**src/rtl/monitor_rco_if.sv**
```systemverilog
// Event-monitor port bundle: counter observation inputs, consumer handshake
// and status outputs. The monitor uses the slave modport; the producer/consumer side uses master.
interface monitor_rco_if #(
   parameter int ANCHO     = 16,
   parameter int DEPTH     = 4,
   parameter int ANCHO_CNT = 8
);
   localparam int NIVEL_W = $clog2(DEPTH) + 1;

   logic                 ENB;
   logic [1:0]           MODO;
   logic [ANCHO-1:0]     Q;
   logic                 RCO;
   logic                 CLR;
   logic                 EVT_ACK;
   logic                 EVT_VALID;
   logic [ANCHO-1:0]     EVT_Q;
   logic                 EVT_DIR;
   logic [NIVEL_W-1:0]   NIVEL;
   logic [ANCHO_CNT-1:0] CUENTA_ARR;
   logic [ANCHO_CNT-1:0] CUENTA_ABA;
   logic                 DESBORDE;

   modport master (
      output ENB, MODO, Q, RCO, CLR, EVT_ACK,
      input  EVT_VALID, EVT_Q, EVT_DIR, NIVEL, CUENTA_ARR, CUENTA_ABA, DESBORDE
   );

   modport slave (
      input  ENB, MODO, Q, RCO, CLR, EVT_ACK,
      output EVT_VALID, EVT_Q, EVT_DIR, NIVEL, CUENTA_ARR, CUENTA_ABA, DESBORDE
   );
endinterface

```
**src/rtl/monitor_rco.sv**
```systemverilog
// Turns rising edges of the cascaded counter's ripple-carry into wrap events:
// saturating per-direction wrap counts plus a snapshot FIFO popped by valid/ack.
module monitor_rco #(
   parameter int ANCHO     = 16,
   parameter int DEPTH     = 4,
   parameter int ANCHO_CNT = 8
) (
   input  logic         CLK,
   input  logic         RESET_L,
   monitor_rco_if.slave mon
);
   localparam int PTR_W = $clog2(DEPTH);
   localparam int LVL_W = $clog2(DEPTH) + 1;
   localparam logic [LVL_W-1:0]     FULL_LVL = LVL_W'(DEPTH);
   localparam logic [ANCHO_CNT-1:0] CNT_MAX  = {ANCHO_CNT{1'b1}};

   logic                 rco_d_r;
   logic [ANCHO:0]       mem_r [DEPTH];
   logic [PTR_W-1:0]     wr_ptr_r;
   logic [PTR_W-1:0]     rd_ptr_r;
   logic [LVL_W-1:0]     level_r;
   logic                 valid_r;
   logic [ANCHO_CNT-1:0] cuenta_arr_r;
   logic [ANCHO_CNT-1:0] cuenta_aba_r;
   logic                 desborde_r;

   logic                 event_s;
   logic                 dir_s;
   logic                 pop_s;
   logic                 full_s;
   logic                 push_s;
   logic                 drop_s;
   logic [LVL_W-1:0]     level_nxt_s;
   logic [ANCHO_CNT-1:0] cuenta_arr_nxt_s;
   logic [ANCHO_CNT-1:0] cuenta_aba_nxt_s;

   // Event detection, push/pop arbitration and next occupancy/count values
   always_comb begin
      event_s          = mon.RCO & ~rco_d_r & mon.ENB & (mon.MODO != 2'b11);
      dir_s            = (mon.MODO != 2'b00);
      pop_s            = valid_r & mon.EVT_ACK;
      full_s           = (level_r == FULL_LVL);
      // A pop at the same edge frees the slot a full FIFO needs for the push.
      push_s           = event_s & (~full_s | pop_s);
      drop_s           = event_s & full_s & ~pop_s;
      level_nxt_s      = level_r;
      cuenta_arr_nxt_s = cuenta_arr_r;
      cuenta_aba_nxt_s = cuenta_aba_r;

      case ({push_s, pop_s})
         2'b10:   level_nxt_s = level_r + LVL_W'(1);
         2'b01:   level_nxt_s = level_r - LVL_W'(1);
         default: level_nxt_s = level_r;
      endcase

      if (event_s && !dir_s && (cuenta_arr_r != CNT_MAX)) begin
         cuenta_arr_nxt_s = cuenta_arr_r + ANCHO_CNT'(1);
      end else begin
         cuenta_arr_nxt_s = cuenta_arr_r;
      end

      if (event_s && dir_s && (cuenta_aba_r != CNT_MAX)) begin
         cuenta_aba_nxt_s = cuenta_aba_r + ANCHO_CNT'(1);
      end else begin
         cuenta_aba_nxt_s = cuenta_aba_r;
      end
   end

   // State update: RCO history, FIFO storage/pointers, counters, sticky overflow
   always_ff @(posedge CLK or negedge RESET_L) begin
      if (!RESET_L) begin
         rco_d_r      <= 1'b0;
         wr_ptr_r     <= '0;
         rd_ptr_r     <= '0;
         level_r      <= '0;
         valid_r      <= 1'b0;
         cuenta_arr_r <= '0;
         cuenta_aba_r <= '0;
         desborde_r   <= 1'b0;
         for (int i = 0; i < DEPTH; i++) begin
            mem_r[i] <= '0;
         end
      end else begin
         // RCO history keeps sampling through CLR so a held carry cannot re-fire.
         rco_d_r <= mon.RCO;
         if (mon.CLR) begin
            wr_ptr_r     <= '0;
            rd_ptr_r     <= '0;
            level_r      <= '0;
            valid_r      <= 1'b0;
            cuenta_arr_r <= '0;
            cuenta_aba_r <= '0;
            desborde_r   <= 1'b0;
         end else begin
            if (push_s) begin
               mem_r[wr_ptr_r] <= {dir_s, mon.Q};
               wr_ptr_r        <= wr_ptr_r + PTR_W'(1);
            end
            if (pop_s) begin
               rd_ptr_r <= rd_ptr_r + PTR_W'(1);
            end
            level_r      <= level_nxt_s;
            valid_r      <= (level_nxt_s != '0);
            cuenta_arr_r <= cuenta_arr_nxt_s;
            cuenta_aba_r <= cuenta_aba_nxt_s;
            if (drop_s) begin
               desborde_r <= 1'b1;
            end
         end
      end
   end

   assign mon.EVT_VALID  = valid_r;
   assign mon.EVT_Q      = mem_r[rd_ptr_r][ANCHO-1:0];
   assign mon.EVT_DIR    = mem_r[rd_ptr_r][ANCHO];
   assign mon.NIVEL      = level_r;
   assign mon.CUENTA_ARR = cuenta_arr_r;
   assign mon.CUENTA_ABA = cuenta_aba_r;
   assign mon.DESBORDE   = desborde_r;
endmodule

```
**src/flat_wrapper.sv**
```systemverilog
// flat-port wrapper written by rule: the top's interface ports become plain ports
module monitor_rco_flat 
#(
   parameter int ANCHO     = 16,
   parameter int DEPTH     = 4,
   parameter int ANCHO_CNT = 8
)
  (CLK, RESET_L, mon_ENB, mon_MODO, mon_Q, mon_RCO, mon_CLR, mon_EVT_ACK, mon_EVT_VALID, mon_EVT_Q, mon_EVT_DIR, mon_NIVEL, mon_CUENTA_ARR, mon_CUENTA_ABA, mon_DESBORDE);
  monitor_rco_if #(.ANCHO(ANCHO), .DEPTH(DEPTH), .ANCHO_CNT(ANCHO_CNT)) mon_i ();
  input  logic CLK;
  input  logic RESET_L;
  input wire logic [$bits(mon_i.ENB)-1:0] mon_ENB;
  input wire logic [$bits(mon_i.MODO)-1:0] mon_MODO;
  input wire logic [$bits(mon_i.Q)-1:0] mon_Q;
  input wire logic [$bits(mon_i.RCO)-1:0] mon_RCO;
  input wire logic [$bits(mon_i.CLR)-1:0] mon_CLR;
  input wire logic [$bits(mon_i.EVT_ACK)-1:0] mon_EVT_ACK;
  output wire logic [$bits(mon_i.EVT_VALID)-1:0] mon_EVT_VALID;
  output wire logic [$bits(mon_i.EVT_Q)-1:0] mon_EVT_Q;
  output wire logic [$bits(mon_i.EVT_DIR)-1:0] mon_EVT_DIR;
  output wire logic [$bits(mon_i.NIVEL)-1:0] mon_NIVEL;
  output wire logic [$bits(mon_i.CUENTA_ARR)-1:0] mon_CUENTA_ARR;
  output wire logic [$bits(mon_i.CUENTA_ABA)-1:0] mon_CUENTA_ABA;
  output wire logic [$bits(mon_i.DESBORDE)-1:0] mon_DESBORDE;
  assign mon_i.ENB = mon_ENB;
  assign mon_i.MODO = mon_MODO;
  assign mon_i.Q = mon_Q;
  assign mon_i.RCO = mon_RCO;
  assign mon_i.CLR = mon_CLR;
  assign mon_i.EVT_ACK = mon_EVT_ACK;
  assign mon_EVT_VALID = mon_i.EVT_VALID;
  assign mon_EVT_Q = mon_i.EVT_Q;
  assign mon_EVT_DIR = mon_i.EVT_DIR;
  assign mon_NIVEL = mon_i.NIVEL;
  assign mon_CUENTA_ARR = mon_i.CUENTA_ARR;
  assign mon_CUENTA_ABA = mon_i.CUENTA_ABA;
  assign mon_DESBORDE = mon_i.DESBORDE;
  monitor_rco #(.ANCHO(ANCHO), .DEPTH(DEPTH), .ANCHO_CNT(ANCHO_CNT)) u_core (.CLK(CLK), .RESET_L(RESET_L), .mon(mon_i));
endmodule
```
**config.mk**
```make
export PLATFORM = sky130hd
export DESIGN_NAME = monitor_rco_flat
export DESIGN_NICKNAME = d
export VERILOG_FILES = /design/src/rtl/monitor_rco_if.sv /design/src/rtl/monitor_rco.sv /design/src/flat_wrapper.sv
export SDC_FILE = /design/constraint.sdc
export NUM_CORES = 1
export LEC_CHECK = 0
export ABC_CLOCK_PERIOD_IN_PS = 4970
export CORE_UTILIZATION = 50
export CTS_BUF_LIST = sky130_fd_sc_hd__clkbuf_16
export DETAILED_ROUTE_END_ITERATION = 7
export HOLD_SLACK_MARGIN = 0.06
export PLACE_DENSITY = 0.83
export SKIP_CTS_REPAIR_TIMING = 1
export SLEW_MARGIN = 20
export SYNTH_ARGS = -nofsm -noshare
export SYNTH_HDL_FRONTEND = slang
export SYNTH_SLANG_ARGS = --single-unit
```
**constraint.sdc**
```tcl
create_clock -name CLK -period 4.97 [get_ports CLK]
set_input_delay 0.497 -clock CLK [delete_from_list [all_inputs] [get_ports CLK]]
set_output_delay 0.497 -clock CLK [all_outputs]
set_load 0.02 [all_outputs]
```
==> results of run 1 <==
-- how the worst max path moves through the flow --
| stage | start | to | slack (ps) | depth (start not counted) |
|---|---|---|---|---|
| 5_1_grt | mon_RCO | u_core.mon.EVT_VALID | 1870 | 10 |
| 3_5_place_dp | mon_MODO[1] | u_core.mon.EVT_VALID | 1720 | 10 |
| 2_1_floorplan | mon_MODO[1] | u_core.mon.EVT_VALID | 2410 | 9 |
| 4_1_cts | u_core.rd_ptr_r[0] | mon_EVT_DIR | 2050 | 3 |
| 6_report | mon_MODO[1] | u_core.mon.EVT_VALID | 2060 | 10 |
| 3_3_place_gp | mon_MODO[1] | u_core.mon.EVT_VALID | 1820 | 10 |
-- routing by layer --
| layer | up-vias | part of all wire | GRT usage |
|---|---|---|---|
| met4 | 0 | 0.014 | 0.0821 |
| li1 | 1241 | - | - |
| met2 | 58 | 0.49 | 0.335 |
| met3 | 11 | 0.039 | 0.0386 |
| met5 | - | 0 | 0 |
| met1 | 1399 | 0.45 | 0.287 |
-- kinds of logic (layout without fill, tap and decap cells) --
group,after synthesis,in the layout
AND/OR/NAND/NOR,51,51
adder cells (fa/ha/maj),8,8
AO/OA/AOI/OAI,32,32
multiplexers,89,89
XOR/XNOR,9,9
buffers and inverters,16,84
flip-flops,94,94
-- registers in the layout, summed over array words and instances, names as in the netlist --
signal                 cells
u_core.mem_r              68
u_core.mon.NIVEL           3
u_core.wr_ptr_r            2
u_core.rco_d_r             1
u_core.rd_ptr_r            2
u_core.mon.EVT_VALID       1
u_core.mon.CUENTA_ABA      8
u_core.mon.DESBORDE        1
u_core.mon.CUENTA_ARR      8
-- through the flow --
stage          cell area (sq um)  total power (uW)  std cells
2_1_floorplan               4310              1140        299
3_3_place_gp                4990              1320        455
3_5_place_dp                4990              1340        455
4_1_cts                     5290              2040        471
5_1_grt                     5300              2100        472
6_report                    5300              2020        472
-- worst register-to-register path, cell delays in order, from the launching register on --
cell and delay (ps):
dfrtp_1 440, a211oi_1 520, a211oi_1 260, inv_1 100, ha_1 210, fa_1 440
mux2i_1 160, nor2_1 80, or3_1 410
-- report_power, final --
| group | switching (uW) | internal [uW] | total [uW] |
|---|---|---|---|
| registers | 48.0 | 828 | 876 |
| clock network | 298 | 396 | 694 |
| logic | 203 | 246 | 449 |
-- cell type report --
type | count | share of cell area
Sequential cell | 94 | 0.444
Multi-Input combinational cell | 189 | 0.352
Timing Repair Buffer | 64 | 0.119
Clock buffer | 9 | 0.0425
Tap cell | 105 | 0.0248
Clock inverter | 7 | 0.0153
Inverter | 4 | 0.00283
-- cells in the mapped netlist, drive strengths merged (5+ instances only) --
cell type | instances | area [sq um]
nand2 | 9 | 43.8
ha | 7 | 87.6
o31ai | 6 | 45.0
or4 | 6 | 45.0
or3 | 7 | 43.8
nand3 | 6 | 30.0
a21oi | 12 | 60.1
o21ai | 7 | 35.0
xor2 | 6 | 52.6
mux2 | 68 | 766
buf | 7 | 58.8
dfrtp | 94 | 2350
nor2 | 14 | 52.6
clkbuf | 5 | 18.8
mux4 | 17 | 383
==> results.py, run 1 <==
metrics = {
    "place": {
        "place.gp.congestion": 0.749,
        "portBuffers": 61,
        "hpwlAfterDp_mm": 5.50,
        "dpl_worst_slack_ps": 1720,
    },
    "run_status": {
        "status": "completed",
    },
    "timing": {
        "setup_viol": 0,
        "hold_slack_ps": 503,
        "slew_headroom": 0.320,
        "fin_ws_ps": 2060,
        "fin_crit_ps": 2910,
        "worst_pin_slew_ps": 1020,
        "clock_skew_ps": 6.70,
        "final.setup.tns_ps": 0,
        "finalHoldViolations": 0,
        "post-route-period-util": 0.585,
        "rsz0062_at_grt": "no",
        "final_max_slew_viol_count": 0,
        "timing.fmax_ghz": 0.344,
    },
    "clock_network": {
        "cts_buffers": 9,
        "htreeDepth": 3,
        "clkLatencyLatePin_ps": 340,
        "cts_tree": "built",
        "clk_pin_slew_ps": 60,
        "clockBufferDepth": 2,
        "clock-root-buffer": "clkbuf_16",
        "cts.sinks": 94,
    },
    "routing": {
        "drt_iter0_drc": 84,
        "remaining_drc_errors": 0,
        "wire_per_inst_um": 18.0,
        "postRouteAntennaNets": 0,
        "vias": 2709,
        "drtPass1Iterations": 4,
        "finalWirelength_mm": 8.49,
        "viasPerCell": 5.74,
    },
    "synth": {
        "ys_types": 33,
        "ys_warn_count": 0,
        "syn-instance-count": 299,
        "syn_nets": 331,
        "synth-simple-area-share": 0.0642,
        "synth_seq_cells": 94,
        "ys_async_sr_fraction": 1.00,
        "ys_seq_area_frac": 0.546,
        "synth_top_family_by_area": "multiplexers",
        "ys.flop_type": "dfrtp_1",
        "synthXorXnorAreaFrac": 0.0183,
        "synthesis.area_sq_mm": 0.00431,
        "synth_fa_ha_area_frac": 0.0250,
        "syn_avg_cell_area_sq_um": 14.4,
        "muxShareOfSynthArea": 0.276,
        "synth-compound-area-share": 0.0494,
        "synth-edff-count": 0,
    },
    "die": {
        "die_y_um": 94.8,
        "core-area_sq_mm": 0.00826,
        "initial_core_util": 0.522,
        "rows": 33,
        "die_x_um": 94.8,
        "io_pins": 62,
        "die_area_sq_mm": 0.00899,
    },
    "critical_path": {
        "cpMaxStageDelayCell": "a211oi_1",
        "critical_path_arrival_ps": 3120,
        "end_kind": "register",
        "crit_type": "input pin to register",
        "rrSetupSlack_ps": 2240,
        "r2r.worst_path.cells": 8,
        "required_ps": 5180,
        "worstReg2RegStart": "u_core.mon.NIVEL[0]",
        "max_stage_delay_ps": 480,
        "critPathTopFamily": "compound AO/OA/AOI/OAI gates",
        "worstPathBufferInverterCount": 2,
        "path_cells": "clkdlybuf4s50_1, and2_2, a211oi_1, inv_1, ha_1, fa_1, xnor2_1, o21ai_0, a21oi_1, or3_1",
        "cp_max_fo": 4,
        "r2r_end": "u_core.mon.EVT_VALID",
        "worst_setup_path_start_kind": "input pin",
    },
    "min_path": {
        "hold_path.class": "register to register",
        "hp-start": "u_core.mem_r[25]",
        "holdPathStages": 1,
        "hold_end": "u_core.mem_r[25]",
    },
    "global_routing": {
        "antenna_found_initial": 0,
        "grt_pass1_vias": 2815,
        "grt.total_usage": 0.210,
        "grt_max_degree": 75,
        "grt_pass1_wl_mm": 14.2,
        "overflow": 0,
    },
    "finish": {
        "drive_gt1_frac": 0.302,
        "final_nets": 394,
        "layout_common_cells": "dfrtp_1, mux2_2, clkdlybuf4s50_1",
        "fillers": 622,
        "mostFrequentLayoutCell": "dfrtp_1",
        "area_growth_syn_to_layout_pct": 23.1,
        "multi_input_area_sq_mm": 0.00186,
        "diodes": 0,
        "seq_area_sq_mm": 0.00235,
        "utilization": 0.642,
    },
    "pwr": {
        "p_leak_uw": 0.00234,
        "p_per_area_mw_per_mm2": 381,
        "irDropWorstVdd_v": 0.000196,
    },
    "flow_run": {
        "drv_cap": 0,
    },
}
Power figures use the tool's default switching activity.
==> run 2, diff against run 1 <==
ABC_CLOCK_PERIOD_IN_PS = 2700   (was 4970)
clock period = 2.7 ns   (was 4.97 ns; I/O delays follow)
==> run 2 against run 1 <==
- count of clock-buffer cells in the layout unchanged
- clock power up 66%
- setup slack lost 1800 ps
- hold slack worse by 75 ps
- combinational power up 92%
- sequential share of layout area down 0.74 points
- final cell count grew 2.8%
- critical path depth fell by 1
- non-clock buffer count grew 13
- highest routed layer unchanged
- die area unchanged
- register-to-register slack lost 1900 ps
==> results.py, run 2 (same netlist as run 1, synthesis figures left out) <==
metrics = {
    "timing": {
        "finalHoldViolations": 0,
        "final.setup.tns_ps": 0,
        "setup_viol": 0,
        "fin_crit_ps": 2400,
        "slew_headroom": 0.403,
        "clock_skew_ps": 8.03,
        "worst_pin_slew_ps": 892,
        "hold_slack_ps": 428,
        "rsz0062_at_grt": "no",
        "post-route-period-util": 0.887,
        "final_max_slew_viol_count": 0,
        "timing.fmax_ghz": 0.417,
    },
    "finish": {
        "drive_gt1_frac": 0.324,
        "diodes": 0,
        "regMostFlops": "u_core.mem_r",
        "mostFrequentLayoutCell": "dfrtp_1",
        "utilization": 0.653,
        "largest_reg_flops": 68,
        "area_growth_syn_to_layout_pct": 25.1,
        "final_nets": 407,
        "stdcell_count": 485,
        "layout_common_cells": "dfrtp_1, mux2_2, clkdlybuf4s50_1",
        "fillers": 609,
        "multi_input_area_sq_mm": 0.00186,
        "seq_area_sq_mm": 0.00235,
    },
    "critical_path": {
        "crit_start": "u_core.rco_d_r",
        "crit_type": "register to register",
        "cpMaxStageDelayCell": "dfrtp_1",
        "endpoint": "u_core.mon.EVT_VALID",
        "r2r.worst_path.cells": 9,
        "cpMostUsedCell": "or3_1",
        "max_stage_delay_ps": 380,
        "r2r_end": "u_core.mon.EVT_VALID",
        "end_kind": "register",
        "required_ps": 2910,
        "worstReg2RegStart": "u_core.rco_d_r",
        "critical_path_arrival_ps": 2610,
        "worst_setup_path_start_kind": "register",
        "path_cells": "nand3b_1, a211oi_1, inv_1, ha_1, fa_1, xnor2_1, or3_1, a21oi_1, or3_1",
        "cp_max_fo": 3,
        "rrSetupSlack_ps": 300,
    },
    "routing": {
        "drt_iter0_drc": 93,
        "drtPass1Iterations": 4,
        "postRouteAntennaNets": 0,
        "wire_per_inst_um": 17.0,
        "vias": 2761,
        "viasPerCell": 5.69,
        "remaining_drc_errors": 0,
        "finalWirelength_mm": 8.25,
    },
    "global_routing": {
        "grt_pass1_wl_mm": 13.5,
        "grt_max_degree": 51,
        "antenna_found_initial": 0,
        "overflow": 0,
        "grt.total_usage": 0.202,
        "grt_pass1_vias": 2774,
    },
    "pwr": {
        "p_per_area_mw_per_mm2": 670,
        "p_leak_uw": 0.00240,
        "p_seq_frac": 0.443,
        "p_sw_uw": 985,
        "internal_power_uw": 2630,
        "clkPwrFrac": 0.319,
        "p_comb_frac": 0.238,
        "irDropWorstVdd_v": 0.000363,
        "swShare": 0.272,
    },
    "run_status": {
        "status": "completed",
    },
    "clock_network": {
        "clockBufferDepth": 2,
        "cts_tree": "built",
        "clock-root-buffer": "clkbuf_16",
        "cts_buffers": 9,
        "clk_pin_slew_ps": 60,
        "clkLatencyLatePin_ps": 340,
        "htreeDepth": 3,
        "cts.sinks": 94,
    },
    "die": {
        "initial_core_util": 0.522,
        "io_pins": 62,
        "core-area_sq_mm": 0.00826,
        "die_x_um": 94.8,
        "rows": 33,
        "die_area_sq_mm": 0.00899,
        "die_y_um": 94.8,
    },
    "place": {
        "hpwlAfterDp_mm": 5.56,
        "portBuffers": 61,
        "place.gp.congestion": 0.770,
        "dpl.cell_count": 468,
    },
    "min_path": {
        "hold_path.class": "input pin to register",
    },
    "flow_run": {
        "drv_cap": 0,
    },
}
==> run 2: cell type report <==
class | count | area share
Clock buffer | 9 | 0.0418
Clock inverter | 7 | 0.00905
Inverter | 4 | 0.00278
Multi-Input combinational cell | 189 | 0.346
Sequential cell | 94 | 0.436
Tap cell | 105 | 0.0244
Timing Repair Buffer | 77 | 0.140
==> run 2: worst min-delay path by stage <==
stage               startpoint                to  slack [ps]  cells past startpoint
finish                 mon_RCO    u_core.rco_d_r         430                      1
global route           mon_RCO    u_core.rco_d_r         450                      1
CTS                    RESET_L  u_core.mem_r[60]         -20                      1
detailed placement     RESET_L  u_core.mem_r[60]         340                      1
global placement       RESET_L  u_core.mem_r[43]         330                      1
floorplan              RESET_L   u_core.mem_r[0]         -30                      0
==> run 2: metal layers <==
layer | track usage | vias to the layer above | wire [um]
met5 | 0 | - | 0
met4 | 0.0833 | 0 | 121
met3 | 0.0411 | 9 | 343
met2 | 0.331 | 65 | 4120
met1 | 0.264 | 1406 | 3670
li1 | - | 1281 | -
==> run 2: power groups by stage <==
stage	logic (uW)	clock network (uW)	registers, uW
2_1_floorplan	488	0	1620
3_3_place_gp	851	0	1620
3_5_place_dp	871	0	1620
4_1_cts	874	1180	1600
5_1_grt	924	1230	1620
6_report	861	1150	1600
==> run 2: critical path: cells and delay by family (launching register included) <==
family	cells	cell delay, ps
fa+ha+maj	2	600
xor+xnor	1	180
simple gates	3	690
compound gates	2	350
buf+inv	1	80
flops	1	380
==> run 2: through the flow <==
stage	setup slack [ps]	area [sq um]	total power [uW]
after global placement	20.9	5110	2470
after floorplan	150	4310	2100
after CTS	273	5380	3650
after global routing	167	5390	3770
final	304	5390	3610
after detailed placement	-62.9	5110	2500
==> run 3, diff against run 2 <==
CAP_MARGIN = 20   (was default)
==> results of run 3 <==
The final DEF is identical to that of run 2; final timing and power are the same.
